### config.mk
export PLATFORM = sky130hd
export DESIGN_NAME = divider
export DESIGN_NICKNAME = d
export VERILOG_FILES = /design/src/rtl/divider.sv
export SDC_FILE = /design/constraint.sdc
export NUM_CORES = 1
export LEC_CHECK = 0
export CORE_ASPECT_RATIO = 1.4
export CORE_MARGIN = 2
export CORE_UTILIZATION = 32
export DETAILED_ROUTE_END_ITERATION = 10
export SLEW_MARGIN = 10
export SYNTH_ARGS = -nofsm -noshare
export SYNTH_HDL_FRONTEND = slang
export SYNTH_SLANG_ARGS = --single-unit
### constraint.sdc
create_clock -name clk_i -period 4.86 [get_ports clk_i]
set_clock_uncertainty 0.1 [all_clocks]
set_input_delay 0.972 -clock clk_i [delete_from_list [all_inputs] [get_ports clk_i]]
set_output_delay 0.972 -clock clk_i [all_outputs]
set_load 0.005 [all_outputs]
### src/rtl/divider.sv
// 32-bit signed/unsigned restoring divider with a four-state control FSM.
// Fixed latency: done_o is high in the cycle after the 34th edge counted from the accept edge (1 accept + 32 CALC + 1 FIX).
// No backpressure: start_i is only sampled in IDLE and is ignored while busy; nothing is queued.
module divider (
  input  logic        clk_i,
  input  logic        rst_i,
  input  logic        start_i,
  input  logic        signed_i,
  input  logic [31:0] src1_i,
  input  logic [31:0] src2_i,
  output logic        busy_o,
  output logic        done_o,
  output logic [31:0] quotient_o,
  output logic [31:0] remainder_o,
  output logic        div_zero_o,
  output logic        zero_o
);

  typedef enum logic [1:0] {
    S_IDLE = 2'd0,
    S_CALC = 2'd1,
    S_FIX  = 2'd2,
    S_DONE = 2'd3
  } state_t;

  state_t      state_q, state_d;
  logic [5:0]  cnt_q, cnt_d;
  // dq_q starts as the dividend magnitude; its MSBs are consumed while
  // quotient bits shift in at the LSB, so after 32 steps it holds the quotient.
  logic [31:0] dq_q, dq_d;
  logic [31:0] rem_q, rem_d;
  logic [31:0] dsr_q, dsr_d;
  logic [31:0] src1_q, src1_d;
  logic        neg_quo_q, neg_quo_d;
  logic        neg_rem_q, neg_rem_d;
  logic        div0_q, div0_d;
  logic [31:0] quot_q, quot_d;
  logic [31:0] remo_q, remo_d;
  logic        dz_q, dz_d;
  logic        zero_q, zero_d;

  // Operand sign/magnitude at acceptance; unsigned mode never sees a sign.
  logic        sign1, sign2;
  logic [31:0] mag1, mag2;
  assign sign1 = signed_i & src1_i[31];
  assign sign2 = signed_i & src2_i[31];
  assign mag1  = sign1 ? (~src1_i + 32'd1) : src1_i;
  assign mag2  = sign2 ? (~src2_i + 32'd1) : src2_i;

  // One restoring step: the partial remainder is always below the divisor,
  // so 33 bits are enough for the shifted value and its difference.
  logic [32:0] rem_shift, diff;
  assign rem_shift = {rem_q, dq_q[31]};
  assign diff      = rem_shift - {1'b0, dsr_q};

  // Sign fix-up; a zero divisor overrides with the all-ones quotient and
  // the dividend exactly as it was presented.
  logic [31:0] quo_fix, rem_fix;
  assign quo_fix = div0_q ? 32'hFFFF_FFFF : (neg_quo_q ? (~dq_q + 32'd1) : dq_q);
  assign rem_fix = div0_q ? src1_q : (neg_rem_q ? (~rem_q + 32'd1) : rem_q);

  // Next-state and datapath updates for each control state.
  always_comb begin
    state_d   = state_q;
    cnt_d     = cnt_q;
    dq_d      = dq_q;
    rem_d     = rem_q;
    dsr_d     = dsr_q;
    src1_d    = src1_q;
    neg_quo_d = neg_quo_q;
    neg_rem_d = neg_rem_q;
    div0_d    = div0_q;
    quot_d    = quot_q;
    remo_d    = remo_q;
    dz_d      = dz_q;
    zero_d    = zero_q;
    case (state_q)
      S_IDLE: begin
        if (start_i) begin
          dq_d      = mag1;
          dsr_d     = mag2;
          rem_d     = 32'd0;
          cnt_d     = 6'd0;
          src1_d    = src1_i;
          neg_quo_d = sign1 ^ sign2;
          neg_rem_d = sign1;
          div0_d    = (src2_i == 32'd0);
          state_d   = S_CALC;
        end
      end
      S_CALC: begin
        rem_d = diff[32] ? rem_shift[31:0] : diff[31:0];
        dq_d  = {dq_q[30:0], ~diff[32]};
        cnt_d = cnt_q + 6'd1;
        if (cnt_q == 6'd31) begin
          state_d = S_FIX;
        end
      end
      S_FIX: begin
        quot_d  = quo_fix;
        remo_d  = rem_fix;
        dz_d    = div0_q;
        zero_d  = (quo_fix == 32'd0);
        state_d = S_DONE;
      end
      S_DONE: begin
        state_d = S_IDLE;
      end
      default: begin
        state_d = S_IDLE;
      end
    endcase
  end

  // Control state register.
  always_ff @(posedge clk_i) begin
    if (!rst_i) begin
      state_q <= S_IDLE;
    end else begin
      state_q <= state_d;
    end
  end

  // Datapath and result registers; reset aborts any operation in flight.
  always_ff @(posedge clk_i) begin
    if (!rst_i) begin
      cnt_q     <= 6'd0;
      dq_q      <= 32'd0;
      rem_q     <= 32'd0;
      dsr_q     <= 32'd0;
      src1_q    <= 32'd0;
      neg_quo_q <= 1'b0;
      neg_rem_q <= 1'b0;
      div0_q    <= 1'b0;
      quot_q    <= 32'd0;
      remo_q    <= 32'd0;
      dz_q      <= 1'b0;
      zero_q    <= 1'b1;
    end else begin
      cnt_q     <= cnt_d;
      dq_q      <= dq_d;
      rem_q     <= rem_d;
      dsr_q     <= dsr_d;
      src1_q    <= src1_d;
      neg_quo_q <= neg_quo_d;
      neg_rem_q <= neg_rem_d;
      div0_q    <= div0_d;
      quot_q    <= quot_d;
      remo_q    <= remo_d;
      dz_q      <= dz_d;
      zero_q    <= zero_d;
    end
  end

  assign busy_o      = (state_q == S_CALC) || (state_q == S_FIX);
  assign done_o      = (state_q == S_DONE);
  assign quotient_o  = quot_q;
  assign remainder_o = remo_q;
  assign div_zero_o  = dz_q;
  assign zero_o      = zero_q;

endmodule

==> out/results.txt <==
After routing the design area is 15320 um^2. The maximum number of pins on one net before global-route repair was 97. The number of buffers and inverters on the critical path is 0. During placement, the flow inserted port buffers numbering 135. The flop and latch count out of synthesis works out to 205. Traced cell by cell, the critical path runs through or4_4, or4_4, or3_4, or3_1, o31ai_1, xnor2_1, nand3b_1, nor2_1, nand3_1, o211ai_2. Data arrives at the worst endpoint at 4380 ps. Of the total synthesized cell area, the portion taken by full adders, half adders and majority gates is 4.161%.

The top cell family by delay on the critical path is simple AND/OR/NAND/NOR gates. The post-synthesis share of cell area spent on and, or, nand and nor gates was 21.36%. The number of setup buffers added after CTS is 0.

Data on the critical path is required at its endpoint by 5220 ps. Timing-limited maximum frequency: 0.2486 GHz. The number of hold buffers added after CTS was 0. The most numerous cell type found on the critical path is sky130_fd_sc_hd__or4_4. For hold timing, the worst endpoint is src1_q[31].

For the total of cells resized after clock tree synthesis, the log shows 0. In this run, CTS created clock tree buffers numbering 23. The worst hold path was traced through 2 stages. The count of cell types in the netlist is 74, and the average size of a mapped cell is 7.839 um^2. Longest individual stage delay on the worst path: 610 ps.

The logs give 0 for the yosys synthesis warning count and 213.2 uV for the maximum VDD drop. Summed over all layers, the routed wires come to 35800 um. The worst hold path begins at src1_q[31].

The maximum count of clock buffers along a single path was 3. After synthesis, the share of cell area in mux cells is 3.673%. Across all register-to-register paths, the minimum setup slack is 840 ps.

Commonest register cell after synthesis: sky130_fd_sc_hd__dfxtp_1. Setup slack on the critical path of the routed design comes to 836.9 ps. The die covers 41670 um^2. The slowest stage of the critical path belongs to the cell sky130_fd_sc_hd__o31ai_1. The first global-routing pass estimated 57860 um of wire. The post-synth net total is 1744, and the leakage power is 0.006011 uW. For the residual DRC count, the log shows 0.

Counting flops with a built-in enable in the synthesized netlist gives 0. The wire-length estimate of the detail-placed layout is 26730 um. Synthesis-to-finish area growth: 19.64%. For the max-slew headroom at the worst pin, the log shows 31.80%.

TritonCTS built the clock tree. Setup repair after global routing left no endpoint under its margin. The effective utilization at floorplan came out at 32.52%.

The floorplan has 86 rows. The clock reaches the later pin of the worst-skew pair after 530 ps. The largest family of logic cells by synthesized area was compound AO/OA/AOI/OAI gates. The run gives 0.8408 as the placer congestion estimate. The logs give 11430 for the number of vias in the routed layout and 5 for the iteration count of the initial detailed-routing pass.

The flow ran to the end, and the final reports show no timing, DRC or antenna violations. The launch instance of the worst register-to-register path was dq_q[10]. The tools report the critical path endpoint category as a flip-flop. The number of H-tree branching levels is 1, and the number of endpoints with negative hold slack in the final report is 0. Of all nets on the critical path, the largest fanout is 9. Sequential elements use 32.04% of the synthesized area. After technology mapping, the gate count stands at 1634. The worst register-to-register path ends at zero_o. The final number of max-transition violations came out at 0. Counting flops with an async set or reset pin after synthesis yields a share of 0%. The average wire per standard cell was 15.94 um; the share of the cycle needed by the critical path after routing was 82.78%. Prior to clock tree synthesis, the placed netlist has a worst setup slack of 502.8 ps. After clock tree synthesis, the clock-pin slew on the worst setup and hold paths is 60 ps. Fill cells in the final layout number 4075. For the post-place instance area, the log shows 14550 um^2. In this run the count of I/O pins placed on the die edge is 136.

For the finished layout, the period the worst path requires is 4023 ps. The tool flagged a number of max-cap violations equal to 0. Measured along the x axis, the die boundary spans 173.1 um. The first routing iteration left 616 violations. The global router's overall resource usage is 16.83%, and the height of the die is 240.7 um. The worst setup path category was reg2reg. The worst hold path belongs to the class reg2reg. For the pin with the worst max-slew slack, the measured transition is 1022 ps. Cell at the root of the clock tree: sky130_fd_sc_hd__clkbuf_16. Summing the areas of all compound-gate instances in the mapped netlist gives 23.96% of the synthesized area. The core region is 39380 um^2.

The number of cells on the worst reg-to-reg path was 10. The total power divided by cell area was 453.5 nW/um^2. The tools report the remaining antenna violation count as 0. Dividing the detail-routed via count by the number of cells gives 5.089. The clock sink count was 205. Of the total synthesized cell area, the portion taken by XOR and XNOR cells is 9.847%. The type of origin of the critical path is a flip-flop. The count of cell instances traversed by the critical path was 10; the number of global-route vias before repair was 11030. The net count of the finished layout is 1811. Global routing finished with a remaining overflow of 0. Setup violations remaining at the end of the flow were counted as 0. Of the cells placed in the final design, the portion with a size suffix greater than 1 is 5.125%. After synthesis the cells add up to 12810 um^2. The final total negative setup slack came out at 0 ps.

The number of antenna violations at the first check in global routing is 1.
sequential cells by signal, indices dropped and copies added, names as in the netlist:
name / count
state_q: 2
neg_quo_q: 1
remainder_o: 32
dsr_q: 32
quotient_o: 32
zero_o: 1
src1_q: 32
dq_q: 32
neg_rem_q: 1
div0_q: 1
rem_q: 32
cnt_q: 6
div_zero_o: 1
cell type report:
type | instances | area (um^2) | share of cell area [%]
diodes | 1 | 2.502 | 0.01633
clock buffers | 29 | 628.1 | 4.099
clock inverters | 12 | 143.9 | 0.9389
inverters | 55 | 206.4 | 1.347
multi-input cells | 1265 | 8109 | 52.91
flip-flops and latches | 205 | 4105 | 26.79
well taps | 528 | 660.6 | 4.311
repair buffers | 151 | 1469 | 9.585
worst max-delay path by stage:
stage               startpoint        end  slack (ps)
finish                dq_q[10]     zero_o         840
global route          dq_q[11]     zero_o         640
CTS                   dq_q[10]     zero_o         800
detailed placement   src1_i[2]   dq_q[30]         500
global placement     src1_i[2]   dq_q[24]         560
floorplan             dq_q[31]  rem_q[26]        1430
synth_stat cells (3+ instances only):
cell type,n,area (um^2)
sky130_fd_sc_hd__or4_1,13,97.59
sky130_fd_sc_hd__xnor2_1,66,578.1
sky130_fd_sc_hd__nand2_1,321,1205
sky130_fd_sc_hd__ha_1,41,513.0
sky130_fd_sc_hd__or3_1,18,112.6
sky130_fd_sc_hd__nor2b_1,33,206.5
sky130_fd_sc_hd__o221a_2,7,78.83
sky130_fd_sc_hd__nand2b_1,10,62.56
sky130_fd_sc_hd__a21o_1,15,112.6
sky130_fd_sc_hd__and3_1,6,37.54
sky130_fd_sc_hd__a21boi_1,4,30.03
sky130_fd_sc_hd__nand4_1,6,37.54
sky130_fd_sc_hd__nor2_1,61,229.0
sky130_fd_sc_hd__nand3_1,29,145.1
sky130_fd_sc_hd__nor4_1,12,75.07
sky130_fd_sc_hd__o21a_1,5,37.54
sky130_fd_sc_hd__o211a_1,54,540.5
sky130_fd_sc_hd__a2bb2oi_1,4,35.03
sky130_fd_sc_hd__o31ai_1,23,172.7
sky130_fd_sc_hd__inv_1,54,202.7
sky130_fd_sc_hd__a21boi_0,60,450.4
sky130_fd_sc_hd__clkbuf_1,91,341.6
sky130_fd_sc_hd__nor3_1,18,90.09
sky130_fd_sc_hd__and2_1,8,50.05
sky130_fd_sc_hd__or2_2,4,25.02
sky130_fd_sc_hd__a21oi_1,71,355.3
sky130_fd_sc_hd__mux2i_1,47,470.5
sky130_fd_sc_hd__xor2_1,78,683.2
sky130_fd_sc_hd__a221oi_1,3,26.28
sky130_fd_sc_hd__a31oi_1,4,25.02
sky130_fd_sc_hd__buf_1,15,56.30
sky130_fd_sc_hd__o21ai_1,19,95.09
sky130_fd_sc_hd__o21ai_0,133,665.6
sky130_fd_sc_hd__o211ai_1,6,45.04
sky130_fd_sc_hd__o41ai_1,14,122.6
sky130_fd_sc_hd__nand3b_1,26,195.2
sky130_fd_sc_hd__a211oi_1,3,22.52
sky130_fd_sc_hd__dfxtp_1,205,4104
cells by family (layout without fill, tap and decap cells):
family,after synthesis,count (layout)
AND/OR/NAND/NOR,583,583
XOR/XNOR,144,144
AO/OA/AOI/OAI,449,449
other,0,1
buffers and inverters,164,247
multiplexers,47,47
adder cells (fa/ha/maj),42,42
flip-flops,205,205
tightest hold or removal path, cell delays in order, from the launching register on:
cell and delay (ps):
sky130_fd_sc_hd__dfxtp_1 310, sky130_fd_sc_hd__nand2_1 50, sky130_fd_sc_hd__a21boi_0 60
layer usage:
| metal | GRT usage [%] | wire [um] |
|---|---|---|
| met3 | 1.859 | 1433 |
| met5 | 0 | 0 |
| met4 | 5.624 | 883 |
| met2 | 31.18 | 17910 |
| met1 | 20.22 | 15570 |
power by group:
part / switching [uW] / internal (uW)
combinational: 1600 / 1170
sequential: 335 / 2030
clock: 731 / 1070
per-stage QoR:
stage	power (uW)	std cells	hold WS (ps)	utilization, %
6_report	6950	2246	370.3	38.91
3_5_place_dp	5184	2204	356.5	36.95
2_1_floorplan	4304	1634	341.0	-
4_1_cts	7019	2245	371.7	38.91
5_1_grt	7438	2246	391.5	38.91
3_3_place_gp	5125	2204	350.0	36.95
layout by cell type (no fill, tap or decap), drive strengths merged, types with 15 or more instances in the layout:
cell type | Yosys | final
buf | 18 | 17
nor3 | 18 | 18
nor2 | 61 | 61
xnor2 | 66 | 66
or4 | 15 | 15
dfxtp | 205 | 205
o41ai | 16 | 16
ha | 41 | 41
mux2i | 47 | 47
a21o | 15 | 15
inv | 55 | 55
or3 | 20 | 20
clkdlybuf4s50 | 0 | 134
o31ai | 25 | 25
nand2 | 321 | 321
nor2b | 33 | 33
xor2 | 78 | 78
a21boi | 64 | 64
clkbuf | 91 | 29
o211a | 54 | 54
o21ai | 153 | 153
nand3b | 26 | 26
nand3 | 29 | 29
a21oi | 71 | 71
No activity file was read; power rests on OpenSTA's default activity.
